[src/rtl/tx_frame_if.sv]
// Word-in / bit-out handshake bundle between the payload feeder, the frame
// serializer and the Manchester encoder.
interface tx_frame_if #(
  parameter int DATA_W = 16
);
  logic              tx_en;
  logic [DATA_W-1:0] word_data;
  logic              word_valid;
  logic              word_ready;
  logic              bit_out;
  logic              bit_valid;
  logic              bit_ready;
  logic              frame_busy;
  logic              frame_done;

  // Serializer side: takes words and encoder readiness, produces the bit stream.
  modport slave (
    input  tx_en, word_data, word_valid, bit_ready,
    output word_ready, bit_out, bit_valid, frame_busy, frame_done
  );

  // Feeder/encoder side.
  modport master (
    output tx_en, word_data, word_valid, bit_ready,
    input  word_ready, bit_out, bit_valid, frame_busy, frame_done
  );
endinterface

[src/rtl/tx_frame_serializer.sv]
// Wraps payload words as [SYNC | PAYLOAD | CRC-8] and streams them MSB first,
// one bit per encoder handshake, with idle fill between frames.
module tx_frame_serializer #(
   parameter int                DATA_W   = 16,
   parameter int                SYNC_W   = 8,
   parameter logic [SYNC_W-1:0] SYNC_PAT = 8'hD5,
   parameter logic              IDLE_BIT = 1'b0
) (
   input  logic       clk_sys,
   input  logic       rst_n,
   tx_frame_if.slave  bus
);

   localparam int MAX_W = (DATA_W > SYNC_W) ? ((DATA_W > 8) ? DATA_W : 8)
                                            : ((SYNC_W > 8) ? SYNC_W : 8);
   localparam int IDX_W = $clog2(MAX_W);

   typedef enum logic [1:0] {S_IDLE, S_SYNC, S_DATA, S_CRC} state_t;

   state_t            r_state;
   logic [IDX_W-1:0]  r_idx;
   logic [7:0]        r_crc;
   logic [DATA_W-1:0] r_shreg;
   logic              r_bit_out;
   logic              r_bit_valid;
   logic              r_frame_busy;
   logic              r_frame_done;

   logic              w_bh;
   logic              w_accept;
   logic              w_word_ready;
   logic [SYNC_W-1:0] w_sync_sh;
   logic [DATA_W-1:0] w_data_sh;
   logic [7:0]        w_crc_sh;

   // MSB-first CRC-8, poly 0x07, one message bit per call.
   function automatic logic [7:0] crc8_step(input logic [7:0] c, input logic b);
      return {c[6:0], 1'b0} ^ ((c[7] ^ b) ? 8'h07 : 8'h00);
   endfunction

   assign w_bh         = r_bit_valid & bus.bit_ready;
   assign w_word_ready = bus.tx_en & r_bit_valid & (r_state == S_IDLE);
   assign w_accept     = w_word_ready & bus.word_valid;

   // Shift-based bit selects keep the index width independent of each field width.
   assign w_sync_sh = SYNC_PAT >> r_idx;
   assign w_data_sh = r_shreg >> r_idx;
   assign w_crc_sh  = r_crc >> r_idx;

   always_ff @(posedge clk_sys or negedge rst_n) begin
      if (!rst_n) begin
         r_state      <= S_IDLE;
         r_idx        <= '0;
         r_crc        <= 8'h00;
         r_shreg      <= '0;
         r_bit_out    <= IDLE_BIT;
         r_bit_valid  <= 1'b0;
         r_frame_busy <= 1'b0;
         r_frame_done <= 1'b0;
      end else if (!bus.tx_en) begin
         // Flush: the frame in flight is abandoned, never resumed.
         r_state      <= S_IDLE;
         r_idx        <= '0;
         r_crc        <= 8'h00;
         r_shreg      <= '0;
         r_bit_out    <= IDLE_BIT;
         r_bit_valid  <= 1'b0;
         r_frame_busy <= 1'b0;
         r_frame_done <= 1'b0;
      end else begin
         r_bit_valid  <= 1'b1;
         r_frame_done <= 1'b0;
         unique case (r_state)
            S_IDLE: begin
               // The bit already offered completes before the frame starts.
               if (w_bh) r_bit_out <= IDLE_BIT;
               if (w_accept) begin
                  r_shreg      <= bus.word_data;
                  r_crc        <= 8'h00;
                  r_idx        <= IDX_W'(SYNC_W - 1);
                  r_state      <= S_SYNC;
                  r_frame_busy <= 1'b1;
               end
            end
            S_SYNC: if (w_bh) begin
               r_bit_out <= w_sync_sh[0];
               if (r_idx == '0) begin
                  r_idx   <= IDX_W'(DATA_W - 1);
                  r_state <= S_DATA;
               end else begin
                  r_idx <= r_idx - 1'b1;
               end
            end
            S_DATA: if (w_bh) begin
               r_bit_out <= w_data_sh[0];
               r_crc     <= crc8_step(r_crc, w_data_sh[0]);
               if (r_idx == '0) begin
                  r_idx   <= IDX_W'(7);
                  r_state <= S_CRC;
               end else begin
                  r_idx <= r_idx - 1'b1;
               end
            end
            S_CRC: if (w_bh) begin
               r_bit_out <= w_crc_sh[0];
               if (r_idx == '0) begin
                  r_state      <= S_IDLE;
                  r_frame_busy <= 1'b0;
                  r_frame_done <= 1'b1;
               end else begin
                  r_idx <= r_idx - 1'b1;
               end
            end
            default: r_state <= S_IDLE;
         endcase
      end
   end

   assign bus.word_ready = w_word_ready;
   assign bus.bit_out    = r_bit_out;
   assign bus.bit_valid  = r_bit_valid;
   assign bus.frame_busy = r_frame_busy;
   assign bus.frame_done = r_frame_done;

endmodule

[src/flat_wrapper.sv]
// flat-port wrapper written by rule: the top's interface ports become plain ports
module tx_frame_serializer_flat 
#(
   parameter int                DATA_W   = 16,
   parameter int                SYNC_W   = 8,
   parameter logic [SYNC_W-1:0] SYNC_PAT = 8'hD5,
   parameter logic              IDLE_BIT = 1'b0
)
  (clk_sys, rst_n, bus_tx_en, bus_word_data, bus_word_valid, bus_bit_ready, bus_word_ready, bus_bit_out, bus_bit_valid, bus_frame_busy, bus_frame_done);
  tx_frame_if #(.DATA_W(DATA_W)) bus_i ();
  input  logic clk_sys;
  input  logic rst_n;
  input wire logic [$bits(bus_i.tx_en)-1:0] bus_tx_en;
  input wire logic [$bits(bus_i.word_data)-1:0] bus_word_data;
  input wire logic [$bits(bus_i.word_valid)-1:0] bus_word_valid;
  input wire logic [$bits(bus_i.bit_ready)-1:0] bus_bit_ready;
  output wire logic [$bits(bus_i.word_ready)-1:0] bus_word_ready;
  output wire logic [$bits(bus_i.bit_out)-1:0] bus_bit_out;
  output wire logic [$bits(bus_i.bit_valid)-1:0] bus_bit_valid;
  output wire logic [$bits(bus_i.frame_busy)-1:0] bus_frame_busy;
  output wire logic [$bits(bus_i.frame_done)-1:0] bus_frame_done;
  assign bus_i.tx_en = bus_tx_en;
  assign bus_i.word_data = bus_word_data;
  assign bus_i.word_valid = bus_word_valid;
  assign bus_i.bit_ready = bus_bit_ready;
  assign bus_word_ready = bus_i.word_ready;
  assign bus_bit_out = bus_i.bit_out;
  assign bus_bit_valid = bus_i.bit_valid;
  assign bus_frame_busy = bus_i.frame_busy;
  assign bus_frame_done = bus_i.frame_done;
  tx_frame_serializer #(.DATA_W(DATA_W), .SYNC_W(SYNC_W), .SYNC_PAT(SYNC_PAT), .IDLE_BIT(IDLE_BIT)) u_core (.clk_sys(clk_sys), .rst_n(rst_n), .bus(bus_i));
endmodule
[config.mk]
export PLATFORM = sky130hd
export DESIGN_NAME = tx_frame_serializer_flat
export DESIGN_NICKNAME = d
export VERILOG_FILES = /design/src/rtl/tx_frame_if.sv /design/src/rtl/tx_frame_serializer.sv /design/src/flat_wrapper.sv
export SDC_FILE = /design/constraint.sdc
export NUM_CORES = 1
export LEC_CHECK = 0
export CAP_MARGIN = 10
export CORE_MARGIN = 2
export CORE_UTILIZATION = 44
export CTS_BUF_LIST = sky130_fd_sc_hd__clkbuf_4 sky130_fd_sc_hd__clkbuf_8
export CTS_CLUSTER_DIAMETER = 100
export DETAILED_ROUTE_END_ITERATION = 16
export PLACE_DENSITY = 0.63
export REMOVE_ABC_BUFFERS = 1
export SYNTH_ARGS = -nofsm -noshare
export SYNTH_HDL_FRONTEND = slang
export SYNTH_SLANG_ARGS = --single-unit
[constraint.sdc]
create_clock -name clk_sys -period 6.6 [get_ports clk_sys]
set_input_delay 1.32 -clock clk_sys [delete_from_list [all_inputs] [get_ports clk_sys]]
set_output_delay 1.32 -clock clk_sys [all_outputs]
set_load 0.005 [all_outputs]
==> results of run 1 <==
==> registers in the layout, summed over array words and instances, names as in the netlist <==
signal                 cells
u_core.bus.bit_out         1
u_core.r_idx               4
u_core.r_shreg            16
u_core.bus.frame_busy      1
u_core.bus.bit_valid       1
u_core.r_state             2
u_core.r_crc               8
u_core.bus.frame_done      1
==> cell type report <==
| cell class | count | area [µm²] |
|---|---|---|
| clock inverter | 2 | 12.51 |
| clock buffer | 6 | 82.58 |
| fill | 423 | 2004 |
| multi-input combinational | 160 | 1107 |
| tap | 52 | 65.06 |
| sequential | 34 | 850.8 |
| timing repair buffer | 26 | 257.7 |
| inverter | 9 | 33.78 |
==> where the power goes <==
part / total, mW / switching (mW) / internal, mW
combinational: 0.278 / 0.149 / 0.128
sequential: 0.277 / 0.0434 / 0.233
clock: 0.164 / 0.0801 / 0.0839
total: 0.719 / 0.273 / 0.446
==> path summary, 6_finish.rpt <==
kind / start / end / slack, ns / depth (start not counted)
worst max-delay path: bus_tx_en / bus_word_ready / 2.36 / 3
worst min-delay path: u_core.r_shreg[2] / u_core.r_shreg[2] / 0.52 / 2
worst max register to register: u_core.r_state[0] / u_core.r_crc[1] / 4.00 / 7
worst min register to register: u_core.r_shreg[2] / u_core.r_shreg[2] / 0.52 / 2
max in group asynchronous: rst_n / u_core.r_shreg[7] / 4.83 / 2
min in group asynchronous: rst_n / u_core.bus.frame_done / 1.44 / 2
==> cells in the final DEF, fill, tap and decap left out, drive strengths merged, types with 4 or more instances in the layout <==
master | Yosys | final
a21oi | 25 | 25
a22o | 7 | 7
and3 | 4 | 4
clkbuf | 7 | 6
clkdlybuf4s50 | 0 | 25
dfrtp | 34 | 34
ha | 7 | 7
inv | 8 | 8
mux2i | 8 | 8
mux4 | 4 | 4
nand2 | 42 | 42
nand2b | 6 | 6
nand3 | 4 | 4
nor2 | 7 | 7
nor3b | 4 | 4
o21ai | 10 | 10
==> worst reg2reg max path, cell delays in order (launching register included) <==
cell and delay (ns):
dfrtp_1 0.43, inv_1 0.12, ha_1 0.28, and2_1 0.22
a2111oi_2 0.96, nor3b_1 0.33, a2bb2oi_1 0.11, nand3_1 0.08
==> cells in the mapped netlist, types with 2 or more instances <==
master     instances
dfrtp_1           34
mux2i_4            2
mux2i_1            6
xnor2_1            2
a32oi_1            2
clkbuf_1           7
a21oi_1           25
o21ai_0            9
inv_1              8
and3b_2            2
mux4_1             3
ha_1               7
xor2_1             3
a22o_1             7
nor2_1             7
buf_2              3
o211ai_1           3
nand2_1           42
nor3b_1            4
nand2b_1           6
a2bb2oi_1          3
and2_1             2
nand3_1            4
and3_1             3
==> kinds of logic (layout without fill, tap and decap cells) <==
kind of cell,after synthesis,count (layout)
and+or+nand+nor,75,75
AOI/OAI and AO/OA,61,61
DFF,34,34
buffers and inverters,21,43
muxes,12,12
adders and majority gates,7,7
xor gates and xnor gates,5,5
==> layer usage <==
layer	vias to the layer above	wire length (µm)	global-route usage, %	share of wire (%)
met5	-	0	0	0
met4	0	51	6.499	1.2
met3	5	159	2.917	3.6
met2	31	2063	29.36	47
met1	784	2106	24.73	48
li1	816	-	-	-
==> impl_metrics.tcl, run 1 <==
set metrics [dict create \
    crit_path_cell_trace "clkdlybuf4s50_1 > and3_1 > clkdlybuf4s50_1" \
    cap_violations 0 \
    cpLargestDelayFamily "buffers and inverters" \
    drt_wl_total_um 4381 \
    die_x_um 72.13 \
    syn2layout_area_growth_pct 18.01 \
    cts_tree "built" \
    synth_compound_gate_area_share_pct 19.79 \
    grt_pass1_vias 1623 \
    period_needed_ns 4.245 \
    synth_ff_type "dfrtp_1" \
    fin_cells 289 \
    hpwl_um 2948 \
    synth_top_family_by_area "compound AO/OA/AOI/OAI gates" \
    ys_top_cells_by_area "dfrtp_1 (42%), nand2_1 (7.7%), a21oi_1 (6.1%)" \
    fin_setup_tns_ns 0 \
    grt_use_total_pct 18.15 \
    routabilityCongestion 0.7836 \
    place_inst 281 \
    tightest_slew_ns 1.144 \
    num-nets-final 264 \
    io_pins 26 \
    final_util_pct 54.59 \
    setup_viol 0 \
    via_per_inst 5.661 \
    report.power.total_mw 0.7187 \
    grt.overflow.total 0 \
    cts.repair.resized 0 \
    powerDensity_mw_per_mm2 298.2 \
    synth-edff-count 0 \
    cts.reportedPaths.clkPinSlew_ns 0.07 \
    fin_area_mm2 0.002410 \
    critical_path_class "in -> out" \
    die_h_um 72.13 \
    path_common_cell "clkdlybuf4s50_1" \
    synthAdderAreaFrac_pct 4.289 \
    yosysSeqAreaShare_pct 41.67 \
    slew_violations 0 \
    synth_largest_area_cell "dfrtp_1" \
    cts.path.max_buffers 2 \
    ctsRootBufferMaster "clkbuf_8" \
    max_stage_delay_ns 0.81 \
    drt_iter0_markers 59 \
    cp_slowest_cell "clkdlybuf4s50_1" \
    core_area_mm2 0.004414 \
    grt_max_degree 35 \
    end_kind "primary output" \
    syn_area_per_cell_um2 9.497 \
    drtPass1Iterations 4 \
    whs_ns 0.5163 \
    vias 1636 \
    insertion_delay_ns 0.29 \
    peakVddDrop_mv 0.1429 \
    fmax_mhz 235.6 \
    netlist.area_leader.share_pct 41.67 \
    pre_cts_ws_ns 2.364 \
    synth_cell_type_count 45 \
    finalHoldViolations 0 \
    cts_buffers 5 \
    arrival_ns 2.92 \
    portBuffers 25 \
    synth_xor_area_share_pct 2.145 \
    fin_ws_ns 2.355 \
    fin_skew_ns 0.007953 \
    antenna_found_initial 0 \
    ys_seq_elements 34 \
    critPathBufInv 2 \
    yosys.area_share.simple_pct 17.59 \
    p_leak_nw 1.054 \
    synth_cells 215 \
    syn_area_mm2 0.002042 \
    drc_errors 0 \
    cp.required_ns 5.28 \
    muxShareOfSynthArea_pct 10.11 \
    async_flop_share_pct 100.0 \
    slew-limit-headroom_pct 23.59 \
    timing.final.crit_share_pct 64.32 \
    antenna_cells 0 \
    layout-drive-gt1-share_pct 8.017 \
    wl_per_cell_um 15.16 \
    hold_buffers 0 \
    place_area_mm2 0.002315 \
    yosys_warnings 0 \
    rsz0062_at_grt "no" \
    outcome "finished clean" \
    cts.sinks 34 \
    worst_setup_path_start_kind "input port" \
    crit_fanout 15 \
    start_util_pct 46.26 \
    grt_pass1_wl_um 7500 \
    fp.dieArea_mm2 0.005202 \
    postRouteAntennaNets 0 \
    ctsHtreeMaxLevel 2 \
    postCtsSetupBuffers 0 \
    hold_path_class "reg -> reg" \
    placementRows 24 \
]
No activity file was read; power rests on OpenSTA's default activity.
==> inputs of run 2 (changes only) <==
- clock period: 6.6 -> 4.4 ns (I/O delays scaled with it)
==> impl_metrics.tcl, run 2 (same netlist as run 1, synthesis figures left out) <==
set metrics [dict create \
    outcome "finished clean" \
    start_util_pct 46.26 \
    grt_pass1_vias 1607 \
    reg_top3 "u_core.r_shreg (16), u_core.r_crc (8), u_core.r_idx (4)" \
    finalHoldViolations 0 \
    fmax_mhz 298.7 \
    wl_per_cell_um 14.95 \
    worst_setup_path_start_kind "input port" \
    critical_path_class "in -> out" \
    crit_fanout 15 \
    postRouteAntennaNets 0 \
    ctsHtreeMaxLevel 2 \
    ctsRootBufferMaster "clkbuf_8" \
    end_kind "primary output" \
    cts_tree "built" \
    num-nets-final 266 \
    antenna_found_initial 0 \
    worstReg2RegEnd "u_core.r_idx[2]" \
    routabilityCongestion 0.9019 \
    rsz0062_at_grt "no" \
    cp.required_ns 3.52 \
    insertion_delay_ns 0.29 \
    layout-drive-gt1-share_pct 8.787 \
    most-common-layout-cells "nand2_1 (42), dfrtp_1 (34), a21oi_1 (25), clkdlybuf4s50_1 (25), o21ai_0 (9)" \
    setup_viol 0 \
    antenna_cells 0 \
    peakVddDrop_mv 0.2260 \
    io_pins 26 \
    min_to "u_core.r_shreg[2]" \
    postCtsSetupBuffers 0 \
    drc_errors 0 \
    p_leak_nw 1.068 \
    cts.repair.resized 0 \
    fin_skew_ns 0.009900 \
    via_per_inst 5.601 \
    drt_wl_total_um 4351 \
    grt_pass1_wl_um 7576 \
    syn2layout_area_growth_pct 19.67 \
    vias 1630 \
    grt_use_total_pct 18.39 \
    arrival_ns 2.47 \
    tightest_slew_ns 0.6248 \
    cap_violations 0 \
    die_h_um 72.13 \
    drtPass1Iterations 4 \
    grt.overflow.total 0 \
    slew_violations 0 \
    cts_buffers 5 \
    hpwl_um 3034 \
    period_needed_ns 3.348 \
    fill_cells 410 \
    drt_iter0_markers 106 \
    r2r_slack_ns 1.90 \
    portBuffers 25 \
    cts.path.max_buffers 2 \
    die_x_um 72.13 \
    hold_buffers 0 \
    min_from "u_core.r_shreg[2]" \
    fp.dieArea_mm2 0.005202 \
    startpoint "bus_tx_en" \
    hold_path_class "reg -> reg" \
    grt_max_degree 35 \
    core_area_mm2 0.004414 \
    timing.final.crit_share_pct 76.10 \
    largest-register "u_core.r_shreg" \
    whs_path_depth 2 \
    r2r_cells 7 \
    fin_setup_tns_ns 0 \
    cts.sinks 34 \
    cts.reportedPaths.clkPinSlew_ns 0.07 \
    final_util_pct 55.36 \
    regToRegStartpoint "u_core.r_state[0]" \
    final_common_cell "nand2_1" \
    placementRows 24 \
    slew-limit-headroom_pct 58.07 \
    powerDensity_mw_per_mm2 462.7 \
    largest_reg_flops 16 \
]
## run 2: how the worst max path moves through the flow
| stage | endpoint | slack (ns) |
|---|---|---|
| 2_1_floorplan | u_core.r_crc[1] | 1.31 |
| 3_3_place_gp | bus_word_ready | 1.08 |
| 3_5_place_dp | bus_word_ready | 1.05 |
| 4_1_cts | bus_word_ready | 1.05 |
| 5_1_grt | bus_word_ready | 0.97 |
| 6_report | bus_word_ready | 1.05 |
## run 2: where the power goes
part | switching [mW] | internal, mW
clock | 0.126 | 0.169
sequential | 0.0692 | 0.350
combinational | 0.224 | 0.194
total | 0.419 | 0.712
## run 2: worst max-delay path, stage by stage
cell and delay (ns):
clkdlybuf4s50_1 0.80, and3_1 0.28, clkdlybuf4s50_1 0.51
## run 2: area by class of cell
cell class                      count  area, µm²  area share, %
Tap cell                           52      65.06          2.663
Multi-Input combinational cell    160       1107          45.31
Clock buffer                        5      68.82          2.816
Sequential cell                    34      850.8          34.82
Inverter                            9      33.78          1.382
Timing Repair Buffer               28      272.8          11.16
Clock inverter                      3      45.04          1.843
## run 2: per-layer routing
| layer | vias to the layer above | GRT usage (%) | routed length (µm) |
|---|---|---|---|
| li1 | 819 | - | - |
| met1 | 777 | 26.31 | 2195 |
| met2 | 30 | 28.54 | 1985 |
| met3 | 4 | 4.861 | 137 |
| met4 | 0 | 3.354 | 33 |
| met5 | - | 0 | 0 |
## run 2: through the flow
stage	cell area, µm²	hold WS [ns]	setup slack (ns)	power, mW	cells
6_report	2444	0.5183	1.052	1.131	291
5_1_grt	2444	0.5413	0.9702	1.202	291
4_1_cts	2444	0.5208	1.051	1.137	291
3_5_place_dp	2330	0.5103	1.052	0.8417	283
3_3_place_gp	2330	0.5065	1.082	0.8359	283
2_1_floorplan	1986	0.4733	1.306	0.7040	203
